### src/rtl/pid_pwm_drive_if.sv
// Signal bundle between the PID output stage and pid_pwm_drive.
// master drives the PID-side controls; slave is the PWM drive block.
interface pid_pwm_drive_if #(
  parameter int unsigned PWM_BITS = 8
);
  logic                i_en;
  logic [31:0]         i_un;
  logic                i_valid;
  logic                o_pwm;
  logic                o_dir;
  logic [PWM_BITS-1:0] o_duty;
  logic                o_sat;
  logic                o_fault;
  logic                o_period_start;

  modport master (
    output i_en, i_un, i_valid,
    input  o_pwm, o_dir, o_duty, o_sat, o_fault, o_period_start
  );

  modport slave (
    input  i_en, i_un, i_valid,
    output o_pwm, o_dir, o_duty, o_sat, o_fault, o_period_start
  );
endinterface

### src/rtl/pid_pwm_drive.sv
// Converts the PID control word into a saturated magnitude/direction pair and
// drives a glitch-free PWM with period-boundary duty updates and a sample watchdog.
module pid_pwm_drive #(
  parameter int unsigned PWM_BITS        = 8,
  parameter int unsigned UN_SHIFT        = 4,
  parameter int unsigned TIMEOUT_PERIODS = 3
) (
  input  logic           i_clk,
  input  logic           i_rst_n,
  pid_pwm_drive_if.slave bus
);

  typedef enum logic [1:0] {
    IDLE  = 2'd0,
    RUN   = 2'd1,
    FAULT = 2'd2
  } state_t;

  localparam logic [PWM_BITS-1:0] CNT_MAX  = '1;
  localparam logic [PWM_BITS-1:0] CNT_ONE  = PWM_BITS'(1);
  localparam int unsigned         WD_W     = (TIMEOUT_PERIODS == 0) ? 1 : $clog2(TIMEOUT_PERIODS + 1);
  localparam logic [WD_W-1:0]     WD_ONE   = WD_W'(1);
  localparam logic [WD_W-1:0]     WD_LIMIT = WD_W'(TIMEOUT_PERIODS);

  state_t              state_q, state_d;
  logic [PWM_BITS-1:0] cnt_q, cnt_d;
  logic [PWM_BITS-1:0] pend_duty_q, pend_duty_d;
  logic                pend_dir_q, pend_dir_d;
  logic [PWM_BITS-1:0] act_duty_q, act_duty_d;
  logic                act_dir_q, act_dir_d;
  logic                sat_q, sat_d;
  logic [WD_W-1:0]     wd_q, wd_d;
  logic                resume_q, resume_d;
  logic                pwm_q, pwm_d;
  logic                ps_q, ps_d;

  logic signed [32:0]  un_ext;
  logic signed [32:0]  un_scaled;
  logic [32:0]         un_mag;
  logic [PWM_BITS-1:0] conv_duty;
  logic                conv_dir;
  logic                conv_sat;
  logic                boundary;

  // 33-bit arithmetic keeps |0x80000000| representable when UN_SHIFT is 0
  always_comb begin
    un_ext    = {bus.i_un[31], bus.i_un};
    un_scaled = un_ext >>> UN_SHIFT;
    conv_dir  = un_scaled[32];
    un_mag    = conv_dir ? 33'(-un_scaled) : 33'(un_scaled);
    conv_sat  = un_mag > 33'(CNT_MAX);
    conv_duty = conv_sat ? CNT_MAX : un_mag[PWM_BITS-1:0];
  end

  assign boundary = (cnt_q == CNT_MAX);

  always_ff @(posedge i_clk or negedge i_rst_n) begin
    if (!i_rst_n) begin
      state_q     <= IDLE;
      cnt_q       <= '0;
      pend_duty_q <= '0;
      pend_dir_q  <= 1'b0;
      act_duty_q  <= '0;
      act_dir_q   <= 1'b0;
      sat_q       <= 1'b0;
      wd_q        <= '0;
      resume_q    <= 1'b0;
      pwm_q       <= 1'b0;
      ps_q        <= 1'b0;
    end else begin
      state_q     <= state_d;
      cnt_q       <= cnt_d;
      pend_duty_q <= pend_duty_d;
      pend_dir_q  <= pend_dir_d;
      act_duty_q  <= act_duty_d;
      act_dir_q   <= act_dir_d;
      sat_q       <= sat_d;
      wd_q        <= wd_d;
      resume_q    <= resume_d;
      pwm_q       <= pwm_d;
      ps_q        <= ps_d;
    end
  end

  always_comb begin
    state_d     = state_q;
    cnt_d       = cnt_q;
    pend_duty_d = pend_duty_q;
    pend_dir_d  = pend_dir_q;
    act_duty_d  = act_duty_q;
    act_dir_d   = act_dir_q;
    sat_d       = sat_q;
    wd_d        = wd_q;
    resume_d    = resume_q;

    unique case (state_q)
      IDLE: begin
        cnt_d       = '0;
        pend_duty_d = '0;
        pend_dir_d  = 1'b0;
        act_duty_d  = '0;
        act_dir_d   = 1'b0;
        sat_d       = 1'b0;
        wd_d        = '0;
        resume_d    = 1'b0;
        if (bus.i_en) state_d = RUN;
      end
      RUN, FAULT: begin
        cnt_d = cnt_q + CNT_ONE;
        if (bus.i_valid) begin
          pend_duty_d = conv_duty;
          pend_dir_d  = conv_dir;
          sat_d       = conv_sat;
        end
        // A sample arriving on the boundary cycle bypasses pending
        if (boundary) begin
          act_duty_d = bus.i_valid ? conv_duty : pend_duty_q;
          act_dir_d  = bus.i_valid ? conv_dir  : pend_dir_q;
        end
        if (state_q == RUN) begin
          if (bus.i_valid) begin
            wd_d = '0;
          end else if (boundary && (TIMEOUT_PERIODS != 0)) begin
            wd_d = wd_q + WD_ONE;
            if ((wd_q + WD_ONE) == WD_LIMIT) begin
              state_d = FAULT;
              wd_d    = '0;
            end
          end
        end else begin
          wd_d = '0;
          if (bus.i_valid) resume_d = 1'b1;
          if (boundary && (resume_q || bus.i_valid)) begin
            state_d  = RUN;
            resume_d = 1'b0;
          end
        end
      end
      default: state_d = IDLE;
    endcase

    if (!bus.i_en) begin
      state_d     = IDLE;
      cnt_d       = '0;
      pend_duty_d = '0;
      pend_dir_d  = 1'b0;
      act_duty_d  = '0;
      act_dir_d   = 1'b0;
      sat_d       = 1'b0;
      wd_d        = '0;
      resume_d    = 1'b0;
    end

    // Outputs are registered from next-state values so they align with cnt_q
    pwm_d = (state_d == RUN) && (cnt_d < act_duty_d);
    ps_d  = (state_d != IDLE) && (cnt_d == '0);
  end

  assign bus.o_pwm          = pwm_q;
  assign bus.o_dir          = act_dir_q;
  assign bus.o_duty         = act_duty_q;
  assign bus.o_sat          = sat_q;
  assign bus.o_fault        = (state_q == FAULT);
  assign bus.o_period_start = ps_q;

endmodule

### src/flat_wrapper.sv
// flat-port wrapper written by rule: the top's interface ports become plain ports
module pid_pwm_drive_flat 
#(
  parameter int unsigned PWM_BITS        = 8,
  parameter int unsigned UN_SHIFT        = 4,
  parameter int unsigned TIMEOUT_PERIODS = 3
)
  (i_clk, i_rst_n, bus_i_en, bus_i_un, bus_i_valid, bus_o_pwm, bus_o_dir, bus_o_duty, bus_o_sat, bus_o_fault, bus_o_period_start);
  pid_pwm_drive_if #(.PWM_BITS(PWM_BITS)) bus_i ();
  input  logic i_clk;
  input  logic i_rst_n;
  input wire logic [$bits(bus_i.i_en)-1:0] bus_i_en;
  input wire logic [$bits(bus_i.i_un)-1:0] bus_i_un;
  input wire logic [$bits(bus_i.i_valid)-1:0] bus_i_valid;
  output wire logic [$bits(bus_i.o_pwm)-1:0] bus_o_pwm;
  output wire logic [$bits(bus_i.o_dir)-1:0] bus_o_dir;
  output wire logic [$bits(bus_i.o_duty)-1:0] bus_o_duty;
  output wire logic [$bits(bus_i.o_sat)-1:0] bus_o_sat;
  output wire logic [$bits(bus_i.o_fault)-1:0] bus_o_fault;
  output wire logic [$bits(bus_i.o_period_start)-1:0] bus_o_period_start;
  assign bus_i.i_en = bus_i_en;
  assign bus_i.i_un = bus_i_un;
  assign bus_i.i_valid = bus_i_valid;
  assign bus_o_pwm = bus_i.o_pwm;
  assign bus_o_dir = bus_i.o_dir;
  assign bus_o_duty = bus_i.o_duty;
  assign bus_o_sat = bus_i.o_sat;
  assign bus_o_fault = bus_i.o_fault;
  assign bus_o_period_start = bus_i.o_period_start;
  pid_pwm_drive #(.PWM_BITS(PWM_BITS), .UN_SHIFT(UN_SHIFT), .TIMEOUT_PERIODS(TIMEOUT_PERIODS)) u_core (.i_clk(i_clk), .i_rst_n(i_rst_n), .bus(bus_i));
endmodule
### config.mk
export PLATFORM = sky130hd
export DESIGN_NAME = pid_pwm_drive_flat
export DESIGN_NICKNAME = d
export VERILOG_FILES = /design/src/rtl/pid_pwm_drive_if.sv /design/src/rtl/pid_pwm_drive.sv /design/src/flat_wrapper.sv
export SDC_FILE = /design/constraint.sdc
export NUM_CORES = 1
export LEC_CHECK = 0
export BUFFER_PORTS_ARGS = -buffer_cell sky130_fd_sc_hd__buf_4
export CORE_MARGIN = 2
export CORE_UTILIZATION = 55
export CTS_CLUSTER_SIZE = 10
export DETAILED_ROUTE_END_ITERATION = 12
export PLACE_DENSITY = 0.78
export SLEW_MARGIN = 0
export SYNTH_ARGS = -nofsm -noshare
export SYNTH_HDL_FRONTEND = slang
export SYNTH_SLANG_ARGS = --single-unit
### constraint.sdc
create_clock -name i_clk -period 4.6 [get_ports i_clk]
set_input_delay 0.23 -clock i_clk [delete_from_list [all_inputs] [get_ports i_clk]]
set_output_delay 0.23 -clock i_clk [all_outputs]
set_load 0.1 [all_outputs]
Yosys cells after proc, flatten, opt, wreduce, memory -nomap -nowiden. Index checks and enable logic that the tools add are counted.

Memories: 0. Logic and storage cells: 76. RAM bits: 0. Memory bits (read-only): 0. Bits in registers: 34. Bits in latches: 0. Input bits: 36.

Eq/ne operators: 11. Multipliers: 0. Shift-type cells: 0. Divide/modulo/power cells: 0. Magnitude comparators: 2. Reduce and logical (&&, ||, !) cells: 12. Bitwise gates (word level): 0. Add/sub/neg operators: 3. Muxes and demuxes: 37.

Operator list (count): 8-bit 2-to-1 mux (6); 8-bit one-hot mux with 2 select lines (3); 33-bit by 8-bit greater-than comparator with 1-bit output (second input constant) (1); 33-bit 2-to-1 mux (1); 28-bit negation with 33-bit output (1); 2-bit 2-to-1 mux (11); 1-bit 2-to-1 mux (10); 8-bit by 1-bit adder with 8-bit output (second input constant) (1); 8-bit == test (second input constant) (1); 8-bit logical NOT (1); 8-bit < comparator (1); 1-bit one-hot mux with 2 select lines (4); 2-bit one-hot mux with 2 select lines (2); 3-bit inequality test (second input constant) (2); 2-bit AND reduction (3); 5-bit by 4-bit inequality test with 1-bit output (second input constant) (1); 2-bit by 1-bit == test with 1-bit output (second input constant) (2); 2-bit == test (second input constant) (2); 4-bit by 3-bit inequality test with 1-bit output (second input constant) (1); 1-bit logical AND (3); 3-bit by 1-bit inequality test with 1-bit output (second input constant) (1); 3-bit by 2-bit inequality test with 1-bit output (second input constant) (1); 3-bit AND reduction (1); 2-bit by 1-bit adder with 2-bit output (second input constant) (1); other kinds (4) (4).

Logic depth before layout (Yosys ltp). Gate-level depths: netlist (run 1).

Depth in word-level cells: 10. Depth in mapped cells: 15. Gate-level depth less buffers: 15.

Worst setup path after synthesis (run 1). OpenSTA, ideal clock, no wires.

Path kind: input port to flip-flop. Start: in bus_i_un[4]. End: reg u_core.pwm_q (netlist: u_core.bus.o_pwm). Setup time: 0.095 ns. Stages: 15. Setup slack: 1.172 ns. Arrival time: 3.333 ns. Path through: inv_1 -> ha_1 -> nor3b_1 -> nand4_2 -> nor4b_2 -> o2bb2ai_1 -> o2111ai_2 -> nor4_1 -> o21a_1 -> ha_1 -> a21o_1 -> a21o_1 -> a211oi_1 -> nand4_1 -> o31ai_1.

Word-level cells in the longest chain between the ends: 10.

RTL lines: start, declared (RTL line flat_wrapper.sv:13) `input wire logic [$bits(bus_i.i_un)-1:0] bus_i_un;`; 28-bit negation with 33-bit output (RTL line pid_pwm_drive.sv:50) `un_mag = conv_dir ? 33'(-un_scaled) : 33'(un_scaled);`; 33-bit 2-to-1 mux (*) (RTL line pid_pwm_drive.sv:50); 33-bit by 8-bit greater-than comparator with 1-bit output (RTL line pid_pwm_drive.sv:51) `conv_sat = un_mag > 33'(CNT_MAX);`; 8-bit 2-to-1 mux (*) (RTL line pid_pwm_drive.sv:52) `conv_duty = conv_sat ? CNT_MAX : un_mag[PWM_BITS-1:0];`; 8-bit 2-to-1 mux (*); 8-bit 2-to-1 mux (*) (RTL line pid_pwm_drive.sv:116) `if (boundary) begin`; 8-bit one-hot mux with 2 select lines (*) (RTL line pid_pwm_drive.sv:96) `unique case (state_q)`; 8-bit 2-to-1 mux (*) (RTL line pid_pwm_drive.sv:142) `if (!bus.i_en) begin`; 8-bit < comparator (*) (RTL line pid_pwm_drive.sv:155) `pwm_d = (state_d == RUN) && (cnt_d < act_duty_d);`; 1-bit logical AND (*) (RTL line pid_pwm_drive.sv:155); via u_core.pwm_d (RTL line pid_pwm_drive.sv:34) `logic pwm_q, pwm_d;`; end signal, assigned (RTL line pid_pwm_drive.sv:80) `pwm_q <= pwm_d;`; end, declared (RTL line pid_pwm_drive.sv:34).

The timed path passes the listed nets; every way through them passes the cells marked *. A chain may end at the register's enable or synchronous reset.

Worst setup path in the final report (run 1).
Start: in bus_i_un[18]. End: reg u_core.pwm_q (netlist: u_core.bus.o_pwm).

Word-level cells in the longest chain between the ends: 10.

RTL lines (RTL line): 28-bit negation with 33-bit output (pid_pwm_drive.sv:50); 33-bit 2-to-1 mux (*) (pid_pwm_drive.sv:50); 33-bit by 8-bit greater-than comparator with 1-bit output (*) (pid_pwm_drive.sv:51); 8-bit 2-to-1 mux (*) (pid_pwm_drive.sv:52); 8-bit 2-to-1 mux (*); 8-bit 2-to-1 mux (*) (pid_pwm_drive.sv:116); 8-bit one-hot mux with 2 select lines (*) (pid_pwm_drive.sv:96); 8-bit 2-to-1 mux (*) (pid_pwm_drive.sv:142); 8-bit < comparator (*) (pid_pwm_drive.sv:155); 1-bit logical AND (*) (pid_pwm_drive.sv:155); via u_core.pwm_d (pid_pwm_drive.sv:34).

Marked as above.

==> metrics, run 1 <==
outcome=complete, no violations; antenna violations before repair=0; RSZ-0062 raised after global routing=false; Setup-failing EPs final=0; Fin Clk Skew=0.00852 ns; port bufs=44; Finished Cell Area=3330 µm²; top cell type's share of synthesized area=30.0%; hold_ws=0.248 ns; Period minus WS final=3.82 ns; Max Root-Sink Buffers=2; n_diodes=0; global-route usage over all layers=26.2%; Die W=75.8 µm; R2R depth=12; Mapped Nets=393; number of synthesized flops with an enable pin=0; vias per inst=6.25; R2R Path End=u_core.bus.o_pwm$_DFF_PN0_; CP max FO=10; Row Count=26; final antenna-violating net count=0; final wirelength=7180 µm; Register Area=851 µm²; Final Core Density=66.0%; Net Switching=0.208 mW; multi-input logic area=1880 µm²; async set-reset flop share out of synthesis=100%; Placeable Area=5040 µm²; DRT iter0 DRCs=140; placed cells=450; slack of the worst reg-to-reg path=0.86 ns; Layout Cells excl Fill=459; CP required=4.79 ns; final setup TNS=0 ns; top post-synthesis cells by area=dfrtp_1, o21ai_0, nand2_1, ha_1, nor3_1; worst setup margin=0.783 ns; power per cell area=206 nW/µm²; Worst Setup SP=bus_i_un[18]; Inserted Clock Buffers=5; Mapped Area=2840 µm²; worst rel slew slack=28.4%; max cap viols=0; clock root cell=clkbuf_8; Starting Density=56.3%; Final period util=83.0%; vias in the first global route=2588; min-delay worst type=in2reg; register clock-pin slew on the reported worst setup and hold paths=0.07 ns; Net Sw Frac=30.2%; CTS sink cnt=34; Design Power=0.687 mW; length of the first detailed-routing pass in iterations=5; GPL Wtd Cong=0.927; FF+latch count, synth=34; Worst Setup Start Kind=input pin; crit path to=u_core.bus.o_pwm$_DFF_PN0_; Synth warnings=0; Combinational Power Share=21.0%; Reg power frac=45.2%; Distinct cells, synth=66; sequential element share of the synthesized area=30.0%; FILL cells=442; dpl hpwl=5530 µm; Final Max Tran Viols=0; layout cells sized above 1=19.3%; internal power=0.479 mW; pin count of the biggest net entering global routing=35; global-route wire length before repair=11700 µm; I/O pin count=49; die area=5750 µm²; drt drc=0; Avg Cell Area, Syn=8.25 µm²; Clock Latency Late Sink=0.29 ns; clock share of power=33.8%; Area Growth Syn to Fin=17.3%; final hold violation count=0; wire length per cell=15.6 µm; die height=75.8 µm; total gr overflow=0; area leader, netlist=dfrtp_1; Worst Tran Pin Value=1.06 ns; DP Area=3220 µm²; Worst VDD drop=0.101 mV; postcts setup bufs=0; P_leak=1.35 nW; Most used DFF post-synth=dfrtp_1; CTS tree=done; CP Capture Type=register; Setup CP Type=in2reg; H-tree depth=2; layout net count=437; critical path arrival=4.01 ns; vias post-DR=2867; cell count after synthesis=344; launching point of the worst reg2reg path=u_core.cnt_q[0]$_DFF_PN0_; post-place setup slack=0.584 ns; maximum clock rate=262 MHz
final cells by class:
class / instances / area share, %
Clock inverter: 2 / 0.376
Inverter: 12 / 1.35
Sequential cell: 34 / 25.6
Tap cell: 70 / 2.63
Timing Repair Buffer: 49 / 11.1
Clock buffer: 6 / 2.48
Multi-Input combinational cell: 286 / 56.5
registers in the layout, summed over array words and instances, names as in the netlist:
register,flops
u_core.pend_dir_q,1
u_core.state_q,2
u_core.wd_q,2
u_core.cnt_q,8
u_core.bus.o_duty,8
u_core.bus.o_period_start,1
u_core.resume_q,1
u_core.bus.o_dir,1
u_core.bus.o_pwm,1
u_core.bus.o_sat,1
u_core.pend_duty_q,8
logic make-up after synthesis:
kind of cell             synth area share [%]
AO/OA/AOI/OAI                            23.3
XOR/XNOR                                 3.39
adder cells (fa/ha/maj)                  5.73
buffers and inverters                    3.79
flip-flops                               30.0
multiplexers                             1.10
AND/OR/NAND/NOR                          32.7
worst min path at each step:
stage              from                      endpoint  slack (ns)  depth (start not counted)
2_1_floorplan   i_rst_n  u_core.bus.o_dir$_DFFE_PN0P_       -0.07                          0
3_3_place_gp    i_rst_n     u_core.cnt_q[2]$_DFF_PN0_        0.20                          1
3_5_place_dp    i_rst_n     u_core.cnt_q[2]$_DFF_PN0_        0.20                          1
4_1_cts        bus_i_en     u_core.cnt_q[0]$_DFF_PN0_        0.24                          3
5_1_grt        bus_i_en     u_core.cnt_q[0]$_DFF_PN0_        0.27                          3
6_report       bus_i_en     u_core.cnt_q[0]$_DFF_PN0_        0.25                          3
synthesized netlist by cell type, drive strengths merged (6+ instances only):
library cell   n
clkbuf         8
dfrtp         34
ha            13
inv           11
nand2         44
nand3          7
nand4         10
nor2          20
nor3          26
nor3b          6
nor4          18
o21a           8
o21ai         45
or3            6
xor2           8
layout by cell type (no fill, tap or decap), types with 4 or more instances in the layout:
cell and count:
nor3b_1 6, nor3_1 23, a21oi_1 5, clkbuf_8 6, ha_1 13, nand4_1 9, nand2b_1 4, or4_1 4
buf_4 48, nand3_1 6, xor2_1 8, o21a_1 8, or3_1 6, o21ai_0 43, dfrtp_1 34, inv_1 11
nor2_1 20, o31ai_1 4, nand2_1 44, nor4_1 13, o211ai_1 4
metal layers:
layer / share of wire [%] / global-route usage, % / vias to the layer above
met3: 5.2 / 3.17 / 13
met2: 50 / 46.0 / 106
met4: 1.6 / 7.02 / 0
met5: 0 / 0 / -
met1: 43 / 34.0 / 1346
li1: - / - / 1402
worst max-delay path: stages:
cell and delay [ns]:
buf_4 0.14, nor4_1 0.58, nand4_1 0.33, or4_1 0.57, o221ai_2 0.20, nand2_1 0.15, nor4_1 0.36, o21a_1 0.18
ha_1 0.25, a21o_1 0.17, a21o_1 0.17, a211oi_1 0.29, nand4_1 0.14, o31ai_1 0.23
power groups by stage:
stage	sequential [mW]	clock, mW	combinational, mW
floorplan	0.325	0	0.0722
global placement	0.316	0	0.140
detailed placement	0.316	0	0.142
CTS	0.311	0.234	0.143
global route	0.312	0.248	0.159
finish	0.311	0.232	0.144
repair_timing:
item,in CTS,in global routing
resized for setup,0,0
hold endpoints to repair,34,0
hold buffers,1,0
No activity file was read; power rests on OpenSTA's default activity.
==> run 2: changes to the inputs <==
--- a/config.mk
+++ b/config.mk
@@ -5,6 +5,7 @@
 export SDC_FILE = /design/constraint.sdc
 export NUM_CORES = 1
 export LEC_CHECK = 0
+export ABC_AREA = 1
 export BUFFER_PORTS_ARGS = -buffer_cell sky130_fd_sc_hd__buf_4
 export CORE_MARGIN = 2
 export CORE_UTILIZATION = 55
==> constraint.sdc (replaced) <==
create_clock -name i_clk -period 4 [get_ports i_clk]
set_input_delay 0.2 -clock i_clk [delete_from_list [all_inputs] [get_ports i_clk]]
set_output_delay 0.2 -clock i_clk [all_outputs]
set_load 0.1 [all_outputs]
==> run 2 against run 1 <==
Compared with the run above: cell count is 30% higher; wire length is 6.8% higher; worst setup slack better by 0.27 ns; sequential power is 20% higher; combinational power is 67% higher.
==> metrics, run 2 <==
CP max FO=5 (was 10); most frequent cells in the layout=nand2_1, inv_1, nor2_1 (was buf_4, nand2_1, o21ai_0); layout cells sized above 1=16.0% (was 19.3%); Worst VDD drop=0.199 mV (was 0.101 mV); max cap viols=0 (unchanged); Worst Tran Pin Value=0.507 ns (was 1.06 ns); Hold Startpoint=bus_i_en (unchanged); P_leak=1.78 nW (was 1.35 nW); vias in the first global route=2922 (was 2588); Mapped Nets=526 (was 393); Distinct cells, synth=42 (was 66); port bufs=44 (unchanged); layout net count=572 (was 437); Net Switching=0.294 mW (was 0.208 mW); GPL Wtd Cong=0.941 (was 0.927); Final Max Tran Viols=0 (unchanged); Setup-failing EPs final=0 (unchanged); Net Sw Frac=33.6% (was 30.2%); maximum clock rate=339 MHz; cell count after synthesis=477 (was 344); vias post-DR=3156 (was 2867); Final period util=73.7%; vias per inst=5.30 (was 6.25); number of synthesized flops with an enable pin=0 (unchanged); area leader, netlist=dfrtp_1 (unchanged); CTS tree=done (unchanged); Synth warnings=0 (unchanged); final setup TNS=0 ns (unchanged); pin count of the biggest net entering global routing=36 (was 35); Placeable Area=5410 µm² (was 5040 µm²); top post-synthesis cells by area=dfrtp_1, nand2_1, inv_1, nor2_1, nand3_1 (was dfrtp_1, o21ai_0, nand2_1, ha_1, nor3_1); outcome=complete, no violations (unchanged); global-route wire length before repair=13300 µm (was 11700 µm); min-delay worst type=in2reg (unchanged); commonest cells in the netlist=nand2_1, inv_1, nor2_1 (was nand2_1, o21ai_0, dfrtp_1); Starting Density=56.1% (was 56.3%); Max Root-Sink Buffers=2 (unchanged); DRT iter0 DRCs=206 (was 140); H-tree depth=2 (unchanged); final hold violation count=0 (unchanged); total gr overflow=0 (unchanged); FF+latch count, synth=34 (unchanged); Setup CP Type=in2reg (unchanged); hold_ws=0.304 ns (was 0.248 ns); dpl hpwl=6140 µm (was 5530 µm); leading cell type in the layout, fill and taps excluded=nand2_1 (was buf_4); Most used DFF post-synth=dfrtp_1 (unchanged); antenna violations before repair=0 (unchanged); power per cell area=250 nW/µm² (was 206 nW/µm²); die height=78.2 µm (was 75.8 µm); CP required=4.21 ns (was 4.79 ns); Design Power=0.876 mW (was 0.687 mW); wire length per cell=12.9 µm (was 15.6 µm); n_diodes=0 (unchanged); clock share of power=30.2% (was 33.8%); RSZ-0062 raised after global routing=false (unchanged); critical path arrival=3.16 ns (was 4.01 ns); Avg Cell Area, Syn=6.35 µm² (was 8.25 µm²); Die W=78.2 µm (was 75.8 µm); Row Count=27 (was 26); Reg power frac=42.4% (was 45.2%); internal power=0.582 mW (was 0.479 mW); Inserted Clock Buffers=5 (unchanged); most frequent cell after synthesis=nand2_1 (unchanged); length of the first detailed-routing pass in iterations=5 (unchanged); top cell type's share of synthesized area=28.1% (was 30.0%); launching point of the worst reg2reg path=u_core.state_q[0]$_DFF_PN0_ (was u_core.cnt_q[0]$_DFF_PN0_); sequential element share of the synthesized area=28.1% (was 30.0%); clock root cell=clkbuf_8 (unchanged); Combinational Power Share=27.4% (was 21.0%); I/O pin count=49 (unchanged); Area Growth Syn to Fin=15.5% (was 17.3%); Worst Setup Start Kind=input pin (unchanged); async set-reset flop share out of synthesis=100% (unchanged); final wirelength=7670 µm (was 7180 µm); Period minus WS final=2.95 ns; global-route usage over all layers=27.0% (was 26.2%); Mapped Area=3030 µm² (was 2840 µm²); die area=6120 µm² (was 5750 µm²); Worst Setup SP=bus_i_un[4] (was bus_i_un[18]); Final Core Density=64.8% (was 66.0%); postcts setup bufs=0 (unchanged); FILL cells=521 (was 442); Clock Latency Late Sink=0.29 ns (about the same); register clock-pin slew on the reported worst setup and hold paths=0.07 ns (about the same); Fin Clk Skew=0.00752 ns (was 0.00852 ns); drt drc=0 (unchanged); CTS sink cnt=34 (unchanged); CP Capture Type=register (unchanged); final antenna-violating net count=0 (unchanged); worst rel slew slack=66.1% (was 28.4%)
==> run 2: cell types whose count changed after synthesis, moves of 11 or more <==
cell     change
nand2_1     +97
inv_1       +53
nor2_1      +39
nand3_1     +36
nor3_1      -20
o21ai_0     -15
nor4_1      -11
==> run 2: per-stage QoR <==
stage          setup slack, ns  instance area, µm²  cells
2_1_floorplan             1.46                3030    477
3_3_place_gp             0.882                3400    587
3_5_place_dp             0.798                3400    587
4_1_cts                   1.09                3500    596
5_1_grt                  0.657                3500    596
6_report                  1.05                3500    596
==> run 2: routing by layer <==
| metal | GRT usage (%) | routed length [µm] | part of all wire (%) | vias to the layer above |
|---|---|---|---|---|
| met4 | 8.60 | 150 | 2.0 | 0 |
| met5 | 0 | 0 | 0 | - |
| met3 | 4.25 | 451 | 5.9 | 16 |
| met1 | 37.8 | 3650 | 48 | 1420 |
| li1 | - | - | - | 1623 |
| met2 | 43.0 | 3420 | 45 | 97 |
==> run 2: power groups by stage <==
stage / clock (mW) / combinational [mW] / sequential [mW]
floorplan: 0 / 0.130 / 0.408
global placement: 0 / 0.234 / 0.378
detailed placement: 0 / 0.238 / 0.378
CTS: 0.272 / 0.239 / 0.372
global route: 0.285 / 0.270 / 0.375
finish: 0.265 / 0.240 / 0.372
==> run 2: critical path: stages <==
cell and delay [ns]:
buf_4 0.12, inv_1 0.08, ha_1 0.21, nand3_2 0.13, nor2_2 0.19, nand2_2 0.12
nand2_4 0.10, nand2_1 0.06, nand2_1 0.05, nand2_1 0.05, clkinv_1 0.05, nand2_1 0.05
nor2_1 0.10, nand4_1 0.10, nor2_2 0.14, nand2_2 0.11, nor2_4 0.14, nand2_1 0.07
o21ai_1 0.10, nand2_1 0.07, nand3_1 0.08, nand2_1 0.07, inv_1 0.07, ha_1 0.24
a21oi_1 0.17, o2111ai_1 0.13, a21oi_1 0.16
==> run 2: worst paths after layout <==
path,endpoint,slack [ns],depth (start not counted)
max,u_core.bus.o_pwm$_DFF_PN0_,1.05,27
min,u_core.bus.o_duty[1]$_DFF_PN0_,0.30,3
max reg2reg,u_core.bus.o_pwm$_DFF_PN0_,1.17,15
min reg2reg,u_core.pend_duty_q[6]$_DFFE_PN0P_,0.49,2
max in group asynchronous,u_core.pend_duty_q[6]$_DFFE_PN0P_,3.29,2
min in group asynchronous,u_core.resume_q$_DFFE_PN0P_,0.38,2
==> run 2: kinds of logic after synthesis <==
family | Yosys count | share of synthesized area (%)
XOR/XNOR | 9 | 2.60
buffers and inverters | 77 | 10.6
flip-flops | 34 | 28.1
AND/OR/NAND/NOR | 284 | 41.4
AO/OA/AOI/OAI | 60 | 12.0
adder cells (fa/ha/maj) | 13 | 5.37
==> run 2: area by class of cell <==
type | instances | area, µm² | share of cell area, %
clock inverter | 1 | 5.00 | 0.143
clock buffer | 7 | 86.3 | 2.47
multi-input combinational | 366 | 1860 | 53.1
tap | 72 | 90.1 | 2.57
inverter | 70 | 263 | 7.51
sequential | 34 | 851 | 24.3
timing repair buffer | 46 | 348 | 9.94
==> run 2: what timing repair did <==
item / in CTS / in global routing
hold buffers: 1 / 0
gates resized for setup: 0 / 0
endpoints found under the setup margin: 0 / 0
endpoints found under the hold margin: 34 / 0
